===== src/rtl/des_key_schedule.sv =====
// DES key schedule: PC-1 load, per-round C/D rotation, PC-2 output.
// Presents one 48-bit subkey per handshake, encrypt or decrypt order.
module des_key_schedule (
   input  logic        clk,
   input  logic        rst_n,
   input  logic        start,
   input  logic [63:0] key,
   input  logic        decrypt,
   input  logic        next_key,
   output logic        subkey_valid,
   output logic [47:0] pc2subkey,
   output logic [3:0]  round_idx,
   output logic        busy,
   output logic        done
);

   localparam logic [0:0] IDLE   = 1'b0;
   localparam logic [0:0] ACTIVE = 1'b1;

   // DES bit numbers, 1 = MSB
   localparam int PC1 [56] = '{
      57, 49, 41, 33, 25, 17,  9,
       1, 58, 50, 42, 34, 26, 18,
      10,  2, 59, 51, 43, 35, 27,
      19, 11,  3, 60, 52, 44, 36,
      63, 55, 47, 39, 31, 23, 15,
       7, 62, 54, 46, 38, 30, 22,
      14,  6, 61, 53, 45, 37, 29,
      21, 13,  5, 28, 20, 12,  4
   };

   localparam int PC2 [48] = '{
      14, 17, 11, 24,  1,  5,
       3, 28, 15,  6, 21, 10,
      23, 19, 12,  4, 26,  8,
      16,  7, 27, 20, 13,  2,
      41, 52, 31, 37, 47, 55,
      30, 40, 51, 45, 33, 48,
      44, 49, 39, 56, 34, 53,
      46, 42, 50, 36, 29, 32
   };

   logic [0:0]  state;
   logic [27:0] c;
   logic [27:0] d;
   logic [3:0]  cnt;
   logic        dec;
   logic [55:0] cd0;
   logic [55:0] cd;
   logic        last;
   logic        parity_unused;

   // Parity bits of the key carry no key material.
   assign parity_unused = ^{key[56], key[48], key[40], key[32],
                            key[24], key[16], key[8],  key[0]};

   genvar gi;
   generate
      for (gi = 0; gi < 56; gi++) begin : g_pc1
         assign cd0[55-gi] = key[64-PC1[gi]];
      end
   endgenerate

   assign cd = {c, d};

   generate
      for (gi = 0; gi < 48; gi++) begin : g_pc2
         assign pc2subkey[47-gi] = cd[56-PC2[gi]];
      end
   endgenerate

   function automatic logic two_shift(input logic [3:0] r);
      return !(r == 4'd0 || r == 4'd1 || r == 4'd8 || r == 4'd15);
   endfunction

   function automatic logic [27:0] rotl(input logic [27:0] x,
                                        input logic two);
      return two ? {x[25:0], x[27:26]} : {x[26:0], x[27]};
   endfunction

   function automatic logic [27:0] rotr(input logic [27:0] x,
                                        input logic two);
      return two ? {x[1:0], x[27:2]} : {x[0], x[27:1]};
   endfunction

   assign last         = dec ? (cnt == 4'd0) : (cnt == 4'd15);
   assign subkey_valid = (state == ACTIVE);
   assign busy         = (state == ACTIVE);
   assign round_idx    = cnt;

   // Load on start, then step C/D one round per accepted subkey.
   always_ff @(posedge clk or negedge rst_n) begin
      if (!rst_n) begin
         state <= IDLE;
         c     <= '0;
         d     <= '0;
         cnt   <= '0;
         dec   <= 1'b0;
         done  <= 1'b0;
      end else begin
         done <= 1'b0;
         unique case (state)
            IDLE: begin
               if (start) begin
                  state <= ACTIVE;
                  dec   <= decrypt;
                  if (decrypt) begin
                     c   <= cd0[55:28];
                     d   <= cd0[27:0];
                     cnt <= 4'd15;
                  end else begin
                     c   <= rotl(cd0[55:28], 1'b0);
                     d   <= rotl(cd0[27:0], 1'b0);
                     cnt <= 4'd0;
                  end
               end
            end
            ACTIVE: begin
               if (next_key) begin
                  if (last) begin
                     state <= IDLE;
                     done  <= 1'b1;
                  end else if (dec) begin
                     c   <= rotr(c, two_shift(cnt));
                     d   <= rotr(d, two_shift(cnt));
                     cnt <= cnt - 4'd1;
                  end else begin
                     c   <= rotl(c, two_shift(cnt + 4'd1));
                     d   <= rotl(d, two_shift(cnt + 4'd1));
                     cnt <= cnt + 4'd1;
                  end
               end
            end
         endcase
      end
   end

endmodule


===== config.mk =====
export PLATFORM = sky130hd
export DESIGN_NAME = des_key_schedule
export DESIGN_NICKNAME = d
export VERILOG_FILES = /design/src/rtl/des_key_schedule.sv
export SDC_FILE = /design/constraint.sdc
export NUM_CORES = 1
export LEC_CHECK = 0
export ABC_AREA = 1
export CAP_MARGIN = 20
export CORE_UTILIZATION = 50
export DETAILED_ROUTE_END_ITERATION = 8
export MAX_ROUTING_LAYER = met4
export PLACE_DENSITY = 0.83
export SYNTH_ARGS = -nofsm -noshare
export SYNTH_HDL_FRONTEND = slang
export SYNTH_SLANG_ARGS = --single-unit
export TNS_END_PERCENT = 1

===== constraint.sdc =====
create_clock -name clk -period 4.9 [get_ports clk]
set_clock_uncertainty 0.1 [all_clocks]
set_input_delay 1.225 -clock clk [delete_from_list [all_inputs] [get_ports clk]]
set_output_delay 1.225 -clock clk [all_outputs]
set_load 0.02 [all_outputs]

; ---- Yosys cells after proc, flatten, opt, wreduce, memory -nomap -nowiden
; Cells that the tools add are included.
[op_classes]
addsub = 2
eq_ne = 9
muxes = 30
bitwise_logic = 1
n_reduce_logical = 10
[op_table]
columns = cell, count
row1 = 2-to-1 mux 28 bit, 14
row2 = one-hot mux 28 bit (2 select lines), 2
row3 = 2-to-1 mux 4 bit, 5
row4 = equality test 4 bit (second input constant), 4
row5 = equality test 4 x 1 -> 1 bit (second input constant), 2
row6 = logical NOT 4 bit, 2
row7 = one-hot mux 4 bit (2 select lines), 1
row8 = 2-to-1 mux 1 bit, 7
row9 = logical OR 1 bit, 6
row10 = inequality test 2 bit (second input constant), 3
row11 = adder 4 x 1 -> 4 bit (second input constant), 1
row12 = subtractor 4 x 1 -> 4 bit (second input constant), 1
row13 = AND reduction 3 bit, 1
row14 = one-hot mux 1 bit (2 select lines), 1
row15 = AND reduction 2 bit, 1
row16 = inverter 1 bit, 1
[totals]
ff_bits = 63
inputBits = 69
output_inout_bits = 55

; ---- Logic depth before layout (Yosys ltp)
; Gate-level depths: netlist of run 1.
[depth]
ltp_word = 10
ltp_mapped = 14

; ---- Least setup slack after synthesis of run 1
; OpenSTA, ideal clock, no wires.
[synth_path]
path_kind = input -> register
startpoint = input decrypt
endpoint = register c[10]
arrival_time_ps = 2188
required_time_ps = 4735
slack_ps = 2547
path_stages = 7
path_cell_list = inv_1 clkbuf_1 clkbuf_1 a21oi_1 a21oi_1 nand2_1 nand2_1
[synth_between]
elab_chain_cells = 3
[synth_lines]
columns = item, line
row1 = start: declaration, 8  ; input logic decrypt,
row2 = 2-to-1 mux 28 bit, 107  ; if (decrypt) begin
row3 = 2-to-1 mux 28 bit, 104  ; if (start) begin
row4 = one-hot mux 28 bit (2 select lines), 102  ; unique case (state)
row5 = end signal: assignment, 108  ; c <= cd0[55:28];
row6 = end signal: assignment, 112  ; c <= rotl(cd0[55:28], 1'b0);
row7 = end signal: assignment, 124  ; c <= rotr(c, two_shift(cnt));
row8 = end: declaration, 44  ; logic [27:0] c;
; No other way between the ends. The select of a mux whose other input is x is not followed.
; A chain may end at the register's enable or synchronous reset.

; ---- Worst setup path in the final report of run 1
[layout_path]
startpoint = register cnt[0], in the netlist round_idx[0]
endpoint = register c[21]
[layout_between]
elab_chain_cells = 10
elab_cells_between_ends = 24
classes_between = add/sub: 1 / eq/ne: 7 / mux: 7 / reduce/logical: 9
[layout_lines]
columns = item, line
row1 = start: declaration, 46  ; logic [3:0] cnt;
row2 = start signal: assignment, 126  ; cnt <= cnt - 4'd1;
row3 = start signal: assignment, 130  ; cnt <= cnt + 4'd1;
row4 = adder 4 x 1 -> 4 bit, 128  ; c <= rotl(c, two_shift(cnt + 4'd1));
row5 = equality test 4 x 1 -> 1 bit / logical NOT 4 bit (equally long branches), 73  ; return !(r == 4'd0 || r == 4'd1 || r == 4'd8 || r == 4'd15);
row6 = logical OR 1 bit (3 in a row), 73
row7 = 2-to-1 mux 28 bit, 78  ; return two ? {x[25:0], x[27:26]} : {x[26:0], x[27]};
row8 = 2-to-1 mux 28 bit, 123  ; end else if (dec) begin
row9 = 2-to-1 mux 28 bit, 120  ; if (last) begin
row10 = 2-to-1 mux 28 bit, 119  ; if (next_key) begin
row11 = one-hot mux 28 bit (2 select lines), 102
row12 = end signal: assignment, 108
row13 = end signal: assignment, 124
row14 = end signal: assignment, 128
; Several ways; a longest one is shown, not always the timed one. The select of a mux whose other input is x is not followed.

==> out/summary.txt, run 1 <==
Status: finished clean
Buf+Inv Stages, Crit Path: 2
Post-layout min period: 3.219 ns
Max Cap Violations: 0
Share of layout cells above drive strength 1: 3.007%
Post-layout util: 59.34%
Post-route antenna net violation count: 0
Final period utilization: 65.69%
Synth Warn #: 0
Top_reg_cell synth: dfrtp_1
Cell Pwr Density: 828.1 nW/µm²
Initial core utilization: 51.49%
Critical-path cell with the highest stage delay: nand3_2
Synthesis-stage register bit count: 63
Tot GR Track Use: 26.73%
RSZ-0062 raised after global routing: no
Critical path data required time: 5.09 ns
Post-synth top cells: nand2_1, inv_1, a21oi_1
Worst r2r src: round_idx[0]
Vias in the first global route: 6110
Largest area contributor in the netlist: nand2_1
Cell area after synthesis: 6497 µm²
First-pass GRT wire length: 27.91 mm
Die area: 13450 µm²
Sequential-to-total area share from yosys stat: 24.26%
Rows: 41
Most numerous cell in the Yosys netlist: nand2_1
Top cell by count, worst path: nand2_1
Avg Synthesized Cell Area: 5.626 µm²
Worst setup EP type: flop
Hold Path Depth: 2
First-pass detailed-route iteration total: 5
Layout area overhead: 15.25%
Cell leakage power: 3.852 nW
GPL Wtd Cong: 0.8113
Synthesized instance count: 1155
Hold WC Path Type: reg -> reg
Chip height: 116.0 µm
Slew headroom: 29.54%
Via count: 7087
Synth area leaders: nand2_1, dfrtp_1, a21oi_1
Fin Setup TNS: 0 ns
# IOs: 124
CTS Sinks: 63
Worst reg-to-reg setup slack: 1.68 ns
Antenna violations before repair: 0
Antenna cells: 0
Vias per inst: 5.305
Asr flop ratio synth: 100.0%
CP Launch Type: flop
Top-area cell type share of the netlist area: 26.63%
WL per Instance: 12.87 µm
EDFF count, synth: 0
R2r worst-path depth: 12
H-Tree Depth: 3
CTS tree: done
Clock Path Buffers: 2
DRC errors left: 0
Worst IR drop on VDD: 0.3690 mV
WS Path Type: reg -> reg
Syn_nets: 1229
Port Buffers: 115
TritonCTS buffer count: 9
Library cells used by synthesis: 22
Setup bufs post-CTS: 0
Final hold vios: 0
Arr. time, crit path: 3.41 ns
CP delay by family, top: simple AND/OR/NAND/NOR gates
FMAX: 310.7 MHz
Worst stage delay on the critical path: 0.65 ns
Clock root buffer: clkbuf_16
1st-iter DRT viols: 385
GRT Residual Overflow: 0
Endpoint of the lowest-slack register-to-register path: c[21]
CTS hold repair buffers: 0
Placeable Area: 12620 µm²
Crit-path cells: ha_1, nor2_1, nor2_1, nand3_2, buf_4, nand3_2, buf_4, nand2_1, nand3_1, nand2_1, nand2_1, nand2_1
Count of cells resized by post-cts repair: 0
Hold endpoint: d[13]
Crit Path Max Fanout: 57
Later-pin clock latency in the skew report: 0.35 ns
Post-DP HPWL: 10.18 mm
Final Max Slew Viols: 0
Final WL: 17.19 mm
Nets@finish: 1233
Endpoints failing setup: 0
DIE WIDTH: 116.0 µm
Hold Crit Start: d[13]
Largest net degree at the start of global routing: 119
Slew @ Worst Pin: 1.057 ns
CTS clk-pin slew, worst paths: 0.05 ns
-- cell usage in the layout, fill, tap and decap left out --
cell / Yosys / layout
o21ai_0: 44 / 44
o21ai_1: 16 / 16
ha_1: 5 / 5
nand2_1: 461 / 460
a21oi_1: 114 / 114
dfrtp_2: 0 / 1
buf_16: 0 / 1
nor2_1: 65 / 65
dfrtp_4: 0 / 1
o211ai_1: 1 / 1
clkbuf_16: 0 / 9
buf_4: 63 / 10
o21ai_4: 1 / 1
a22oi_1: 4 / 4
buf_12: 0 / 2
buf_2: 24 / 2
nand2_2: 0 / 1
nand3_1: 64 / 62
inv_1: 120 / 119
inv_2: 1 / 2
clkbuf_1: 39 / 5
nand3_2: 1 / 2
nand3b_1: 1 / 1
clkbuf_8: 0 / 1
clkdlybuf4s50_1: 0 / 113
nand4_1: 58 / 58
clkinv_2: 0 / 1
xor2_1: 1 / 1
dfrtp_1: 63 / 61
nand3_4: 0 / 1
-- final cells by class --
| class | instances | area [µm²] |
|---|---|---|
| repair buffers | 128 | 1284 |
| multi-input cells | 836 | 3691 |
| clock inverters | 1 | 5.005 |
| inverters | 121 | 454.2 |
| clock buffers | 15 | 257.7 |
| fillers | 1293 | 5131 |
| well taps | 172 | 215.2 |
| flip-flops and latches | 63 | 1582 |
-- state kept, by name, indices dropped and copies added, names as in the netlist --
| name | cells |
|---|---|
| round_idx | 4 |
| done | 1 |
| dec | 1 |
| c | 28 |
| d | 28 |
| busy | 1 |
-- routing by layer --
layer,vias up,routed length (µm),share of wire [%],GRT usage (%)
met3,20,1177,6.8,4.707
li1,3609,-,-,-
met4,0,323,1.9,11.79
met2,238,8271,48,44.80
met5,-,0,0,-
met1,3220,7422,43,31.30
-- where the power goes --
part           leakage (nW)  total [mW]  internal, mW  switching [mW]
sequential            0.771        1.08         0.804           0.280
clock                 0.128       0.591         0.356           0.235
combinational          2.95        4.52          1.70            2.83
-- per-stage QoR --
step           std cells  instance area, µm²  hold slack [ns]  power [mW]  setup WS [ns]
4_1_cts             1334                7441           0.4075       6.171          1.711
2_1_floorplan       1155                6497           0.3711       4.775          2.547
6_report            1336                7488           0.4017       6.201          1.681
3_3_place_gp        1317                7158           0.3873       5.461          1.604
3_5_place_dp        1318                7178           0.3941       5.543          1.676
5_1_grt             1336                7488           0.4487       6.884          1.381
-- worst max-delay path by stage --
stage	slack, ns	from	cells after the start	end
5_1_grt	1.38	round_idx[0]	12	c[21]
6_report	1.68	round_idx[0]	12	c[21]
3_5_place_dp	1.68	start	8	c[10]
2_1_floorplan	2.55	decrypt	7	c[10]
4_1_cts	1.71	round_idx[0]	12	c[0]
3_3_place_gp	1.60	round_idx[0]	12	d[25]
-- cell families after synthesis --
group	Yosys count	synth area share, %
adders and majority gates	5	0.9628
buffers and inverters	256	19.24
AOI/OAI and AO/OA	180	14.23
DFF	63	24.26
and+or+nand+nor	650	41.17
xor gates and xnor gates	1	0.1348
-- worst min-delay path, cell delays in order (launching register included) --
cell and delay (ns):
dfrtp_1 0.35, nand2_1 0.06, nand2_1 0.06
No activity file was read; power rests on OpenSTA's default activity.
==> run 2: changes to the inputs <==
Settings changed: CORE_UTILIZATION 50 to 49, PLACE_DENSITY 0.83 to 0.85.
Clock period 4.9 ns to 2.6 ns, I/O delays scaled along.
==> out/summary.txt, run 2 (same netlist as run 1, synthesis figures left out) <==
Via count: 7103 (+0.23%)
Slew headroom: 57.52% (+28 points)
GR Util met2: 44.08% (-0.72 points)
Antenna violations before repair: 0 (unchanged)
Endpoints failing setup: 0 (unchanged)
TritonCTS buffer count: 9 (unchanged)
Layout area overhead: 17.02%
Setup bufs post-CTS: 0 (unchanged)
GRT Residual Overflow: 0 (unchanged)
Final hold vios: 0 (unchanged)
CTS hold repair buffers: 0 (unchanged)
Vias per inst: 5.297 (-0.15%)
Chip height: 117.2 µm (+1.0%)
Arr. time, crit path: 2.42 ns (-0.99 ns)
Cell leakage power: 3.914 nW (+1.6%)
Worst IR drop on VDD: 0.6861 mV (+86%)
Clock root buffer: clkbuf_16
First-pass GRT wire length: 28.20 mm (+1.0%)
Hold WC Path Type: in -> async
Share of layout cells above drive strength 1: 3.764% (+0.76 points)
Busiest grt layer: met2
Later-pin clock latency in the skew report: 0.35 ns (about the same)
Clock Path Buffers: 2 (unchanged)
WS Path Type: reg -> reg
Max Cap Violations: 0 (unchanged)
1st-iter DRT viols: 501 (+30%)
Rows: 41 (unchanged)
WL per Instance: 12.83 µm (-0.29%)
Initial core utilization: 50.87% (-0.62 points)
Commonest non-fill, non-tap cell in the layout: nand2_1
Post-route antenna net violation count: 0 (unchanged)
FMAX: 437.1 MHz (+41%)
Multi-input logic area: 3691 µm² (unchanged)
Die area: 13720 µm² (+2.0%)
GR met1 Demand/Resource: 31.07% (-0.24 points)
Number of fill cells: 1223 (-5.4%)
Antenna cells: 0 (unchanged)
Slew @ Worst Pin: 0.6373 ns (-0.4196 ns)
Worst setup EP type: flop
Post-DP HPWL: 10.46 mm (+2.7%)
CTS Sinks: 63 (unchanged)
Status: finished clean
CTS tree: done
H-Tree Depth: 3 (unchanged)
Nets@finish: 1238 (+0.41%)
Met3 global-route usage: 4.634% (-0.073 points)
Final period utilization: 88.00% (+22 points)
DRC errors left: 0 (unchanged)
Total power: 11.92 mW (+92%)
Most frequent cells in the layout: nand2_1, inv_1, a21oi_1
Final WL: 17.21 mm (about the same)
Crit Path Max Fanout: 57 (unchanged)
Tot GR Track Use: 26.62% (-0.11 points)
Fin Setup TNS: 0 ns (unchanged)
Reg area: 1582 µm² (unchanged)
Final Max Slew Viols: 0 (unchanged)
Vias in the first global route: 6211 (+1.7%)
GPL Wtd Cong: 0.8281 (+2.1%)
Critical path data required time: 2.74 ns (-2.35 ns)
# IOs: 124 (unchanged)
DIE WIDTH: 117.2 µm (+1.0%)
Largest net degree at the start of global routing: 117 (-1.7%)
Placeable Area: 12770 µm² (+1.2%)
RSZ-0062 raised after global routing: no
Cell Pwr Density: 1567 nW/µm² (+89%)
Post-layout min period: 2.288 ns (-0.9311 ns)
Count of cells resized by post-cts repair: 0 (unchanged)
CP Launch Type: flop
CTS clk-pin slew, worst paths: 0.05 ns (about the same)
Port Buffers: 115 (unchanged)
First-pass detailed-route iteration total: 5 (unchanged)
==> run 2: worst paths after layout <==
path	endpoint	slack, ns	startpoint	cells past startpoint
worst max-delay path	c[6]	0.31	round_idx[0]	10
worst min-delay path	d[7]	0.22	rst_n	2
worst max register to register	c[6]	0.31	round_idx[0]	10
worst min register to register	c[10]	0.41	c[10]	2
max in group asynchronous	busy	1.87	rst_n	2
min in group clk	c[10]	0.41	c[10]	2
==> run 2: final cells by class <==
cell class / instances / share of cell area [%]
clock buffers: 13 / 3.554
clock inverters: 3 / 0.5266
repair buffers: 133 / 17.77
flip-flops and latches: 63 / 20.80
multi-input cells: 836 / 48.54
inverters: 121 / 5.973
well taps: 172 / 2.830
==> run 2: critical path: stages (launching register included) <==
cell     delay, ns
dfrtp_1       0.44
inv_1         0.19
ha_1          0.24
nand3_1       0.10
nand2_1       0.07
nand2_1       0.11
o21ai_4       0.18
buf_4         0.49
a21oi_1       0.08
nand2_1       0.10
nand2_1       0.05
==> run 2: through the flow <==
stage               instances  instance area, µm²  util (%)  hold slack (ns)  worst slack, ns
floorplan                1155                6497         -           0.2544           0.6291
global placement         1325                7293     57.10           0.3912           0.2877
detailed placement       1325                7293     57.10           0.3964           0.2557
CTS                      1341                7604     59.53           0.2397           0.2969
global route             1341                7604     59.53           0.2539          0.09745
finish                   1341                7604     59.53           0.2226           0.3121
==> run 2: layer usage <==
| metal | wire length [µm] | vias to the layer above |
|---|---|---|
| li1 | - | 3624 |
| met1 | 7342 | 3214 |
| met2 | 8388 | 238 |
| met3 | 1146 | 27 |
| met4 | 331 | 0 |
| met5 | 0 | - |
==> run 2: power by group <==
part	total [mW]	internal (mW)	leakage, nW	switching (mW)
Clock	1.29	0.817	0.156	0.468
Combinational	8.54	3.25	2.99	5.30
Sequential	2.09	1.52	0.771	0.574
Total	11.9	5.58	3.91	6.34
==> run 3: changes to the inputs <==
Settings changed: SLEW_MARGIN set to 5.
==> results of run 3 <==
The final DEF is identical to that of run 2; final timing and power are the same.
==> RTL change 1, RTL diff (flow settings as in run 3) <==
Put a register stage on the outputs `subkey_valid` and `busy`, without a reset. The values now appear one clock later. The other outputs are not delayed to match.
--- a/src/rtl/des_key_schedule.sv
+++ b/src/rtl/des_key_schedule.sv
@@ -85,6 +85,8 @@
 
    assign last         = dec ? (cnt == 4'd0) : (cnt == 4'd15);
-   assign subkey_valid = (state == ACTIVE);
-   assign busy         = (state == ACTIVE);
+   always_ff @(posedge clk) begin
+      subkey_valid <= (state == ACTIVE);
+      busy         <= (state == ACTIVE);
+   end
    assign round_idx    = cnt;
 
Check against the original RTL: not equivalent (Yosys sat finds a counterexample within 4 cycles, from zero or initial values and one cycle with rst_n low).
==> RTL change 1 against run 3 <==
Count of clock-buffer cells in the layout is 2 higher; wire length is 2.2% higher; power decreased by 4.0%; global-route usage rose by 1.2 points; sequential cell count grew 1; worst setup slack worse by 17 ps; design area shrank 0.16%; synthesized area decreased by 0.19%; critical path depth increased by 3; utilization fell by 0.098 points; final cell count about the same; critical path type unchanged; largest power group unchanged; highest routed layer unchanged.
==> RTL change 1: results <==
[final_layout]
nets = 1237
layout-drive-gt1-share = 0.0454
fin_cells = 1340
nFillCells = 1249

[synthesis]
async_reset_ff_frac = 0.984
synth_compound_area_frac = 0.141
avgSynthCellArea_sq_um = 5.62
yosysUniqueCellTypes = 23
synth_area_leaders = "nand2_1 27%, dfrtp_1 24%, a21oi_1 9.0%, buf_4 6.5%, inv_1 6.4%"
synth_fa_ha_area_frac = 0.00965

[timing]
timing.hold.ws_ps = 223
worstMarginPinSlew_ps = 645
worst_slack_ps = 295

[outcome]
status = "complete, no violations"

[global_routing]
grt_pass1_wl_mm = 29.5
grt_pass1_vias = 6612
grt_max_degree = 116
met3_usage = 0.0469
met1_usage = 0.329
met2_usage = 0.463

[worst_setup_path]
cp_max_fo = 28
cpMaxStageDelayCell = "dfrtp_1"
r2r_cells = 13
cp_top_family = "simple AND/OR/NAND/NOR gates"
critPathMaxStageDelay_ps = 430
startpoint = "round_idx[1]"

[pwr]
p_seq_frac = 0.182
p_clk_mw = 1.13
p_sw_frac = 0.532
max-vdd-ir-drop_uv = 675

[detailed_routing]
dr_wl_met3_mm = 1.31
wl_mm = 17.6
dr_wl_met2_mm = 8.15
drt-met1-wl_mm = 7.64
drt_iter0_markers = 631
==> RTL change 1: cell types whose count changed in the layout (fill, tap and decap cells not counted), sizes merged, moves of 2 or more <==
cell,run 3,this run
nor2,65,62
o21ai,61,58
a21oi,114,116
clkbuf,13,15
inv,121,123
==> RTL change 1: final cells by class <==
class	count	share of cell area
Clock buffer	15	0.0340
Inverter	123	0.0608
Tap cell	172	0.0284
Timing Repair Buffer	133	0.181
Clock inverter	1	0.000659
Multi-Input combinational cell	832	0.484
Sequential cell	64	0.211
==> RTL change 1: logic make-up (layout without fill, tap and decap cells) <==
group	count (synthesis)	in the layout
and+or+nand+nor	646	646
buffers and inverters	258	272
AOI/OAI and AO/OA	180	180
DFF	64	64
adders and majority gates	5	5
xor gates and xnor gates	1	1
==> RTL change 1: worst paths after layout <==
path | endpoint
setup / recovery | c[6]
hold / removal | d[8]
setup reg to reg | c[6]
hold reg to reg | busy
max in group asynchronous | dec
min in group clk | busy
==> RTL change 2, RTL diff (flow settings as in run 3) <==
Without the edit above. Make the reset (`rst_n`) synchronous in one clocked block.
--- a/src/rtl/des_key_schedule.sv
+++ b/src/rtl/des_key_schedule.sv
@@ -90,5 +90,5 @@
 
    // Load on start, then step C/D one round per accepted subkey.
-   always_ff @(posedge clk or negedge rst_n) begin
+   always_ff @(posedge clk) begin
       if (!rst_n) begin
          state <= IDLE;
Check against the original RTL: differs if rst_n is asserted again (counterexample within 4 cycles, from zero or initial values and one cycle with rst_n low); with rst_n held inactive, the same outputs for 4 cycles.
==> RTL change 2 against run 3 <==
Via count is 6.6% higher; wire length is 9.2% higher; utilization is 0.39 points lower; worst setup slack worse by 12 ps; critical path type is now flop to output pin; critical endpoint is now round_idx[2]; synthesized area hardly changed; design area is 0.66% lower; largest cell class unchanged; sequential cell count stayed put.
Power is not compared: it rests on default switching activity, and its combinational part moved more than twofold at a synthesized area within 25%.
==> RTL change 2: results <==
[detailed_routing]
route.vias.total = 7571
dr_wl_met3_mm = 1.57
dr_wl_met2_mm = 8.82
drt-met1-wl_mm = 8.14
drt_iter0_markers = 846

[worst_setup_path]
rr_endpoint = "d[17]"
arrival_ps = 1550
cpMaxStageDelayCell = "clkdlybuf4s50_1"
r2r_slack_ps = 350
cp_max_fo = 11

[placement]
placedInstanceArea_sq_um = 7270
pre_cts_slack_ps = 280
place.gp.congestion = 0.841

[synthesis]
syn_inst = 1188
synth_area_leaders = "nand2_1 21%, dfxtp_1 19%, nand3_1 15%, inv_1 8.4%, a21oi_1 6.3%"
synthFlopType = "dfxtp_1"
synth_nets = 1262
ys_top_cells_by_count = "371 x nand2_1, 189 x nand3_1, 145 x inv_1"

[final_layout]
fin_cells = 1371
nFillCells = 1247
layout-drive-gt1-share = 0.0467

[global_routing]
track_usage = 0.286
grt_max_degree = 60
grt_pass1_wl_mm = 30.4

[outcome]
status = "complete, no violations"

[hold_path]
hold_class = "flop to flop"

[timing]
worstMarginPinSlew_ps = 1070
fin_crit_sh = 0.884

[clock_tree]
clock_latency_ps = 330
==> RTL change 2: cell count changes in the layout (fill, tap and decap cells not counted), moves of 12 or more <==
cell / before / now
a21oi_1: 114 / 82
buf_4: 12 / 26
dfrtp_1: 61 / 0
dfxtp_1: 0 / 61
inv_1: 119 / 144
nand2_1: 460 / 371
nand3_1: 62 / 187
nor2_1: 65 / 38
o211ai_1: 1 / 13
o21ai_0: 44 / 65
o21ai_1: 16 / 0
==> RTL change 2: layout make-up <==
| cell class | instances | area (sq um) | share of cell area |
|---|---|---|---|
| clock buffer | 14 | 284 | 0.0376 |
| inverter | 148 | 558 | 0.0739 |
| multi-input combinational | 830 | 3830 | 0.507 |
| sequential | 63 | 1260 | 0.167 |
| tap | 172 | 215 | 0.0285 |
| timing repair buffer | 144 | 1400 | 0.186 |
==> RTL change 2: cell families after synthesis <==
logic type,count (synthesis),synth area share
compound gates,162,0.131
buf+inv,295,0.218
fa+ha+maj,5,0.00962
flops,63,0.194
xor+xnor,2,0.00269
simple gates,661,0.444
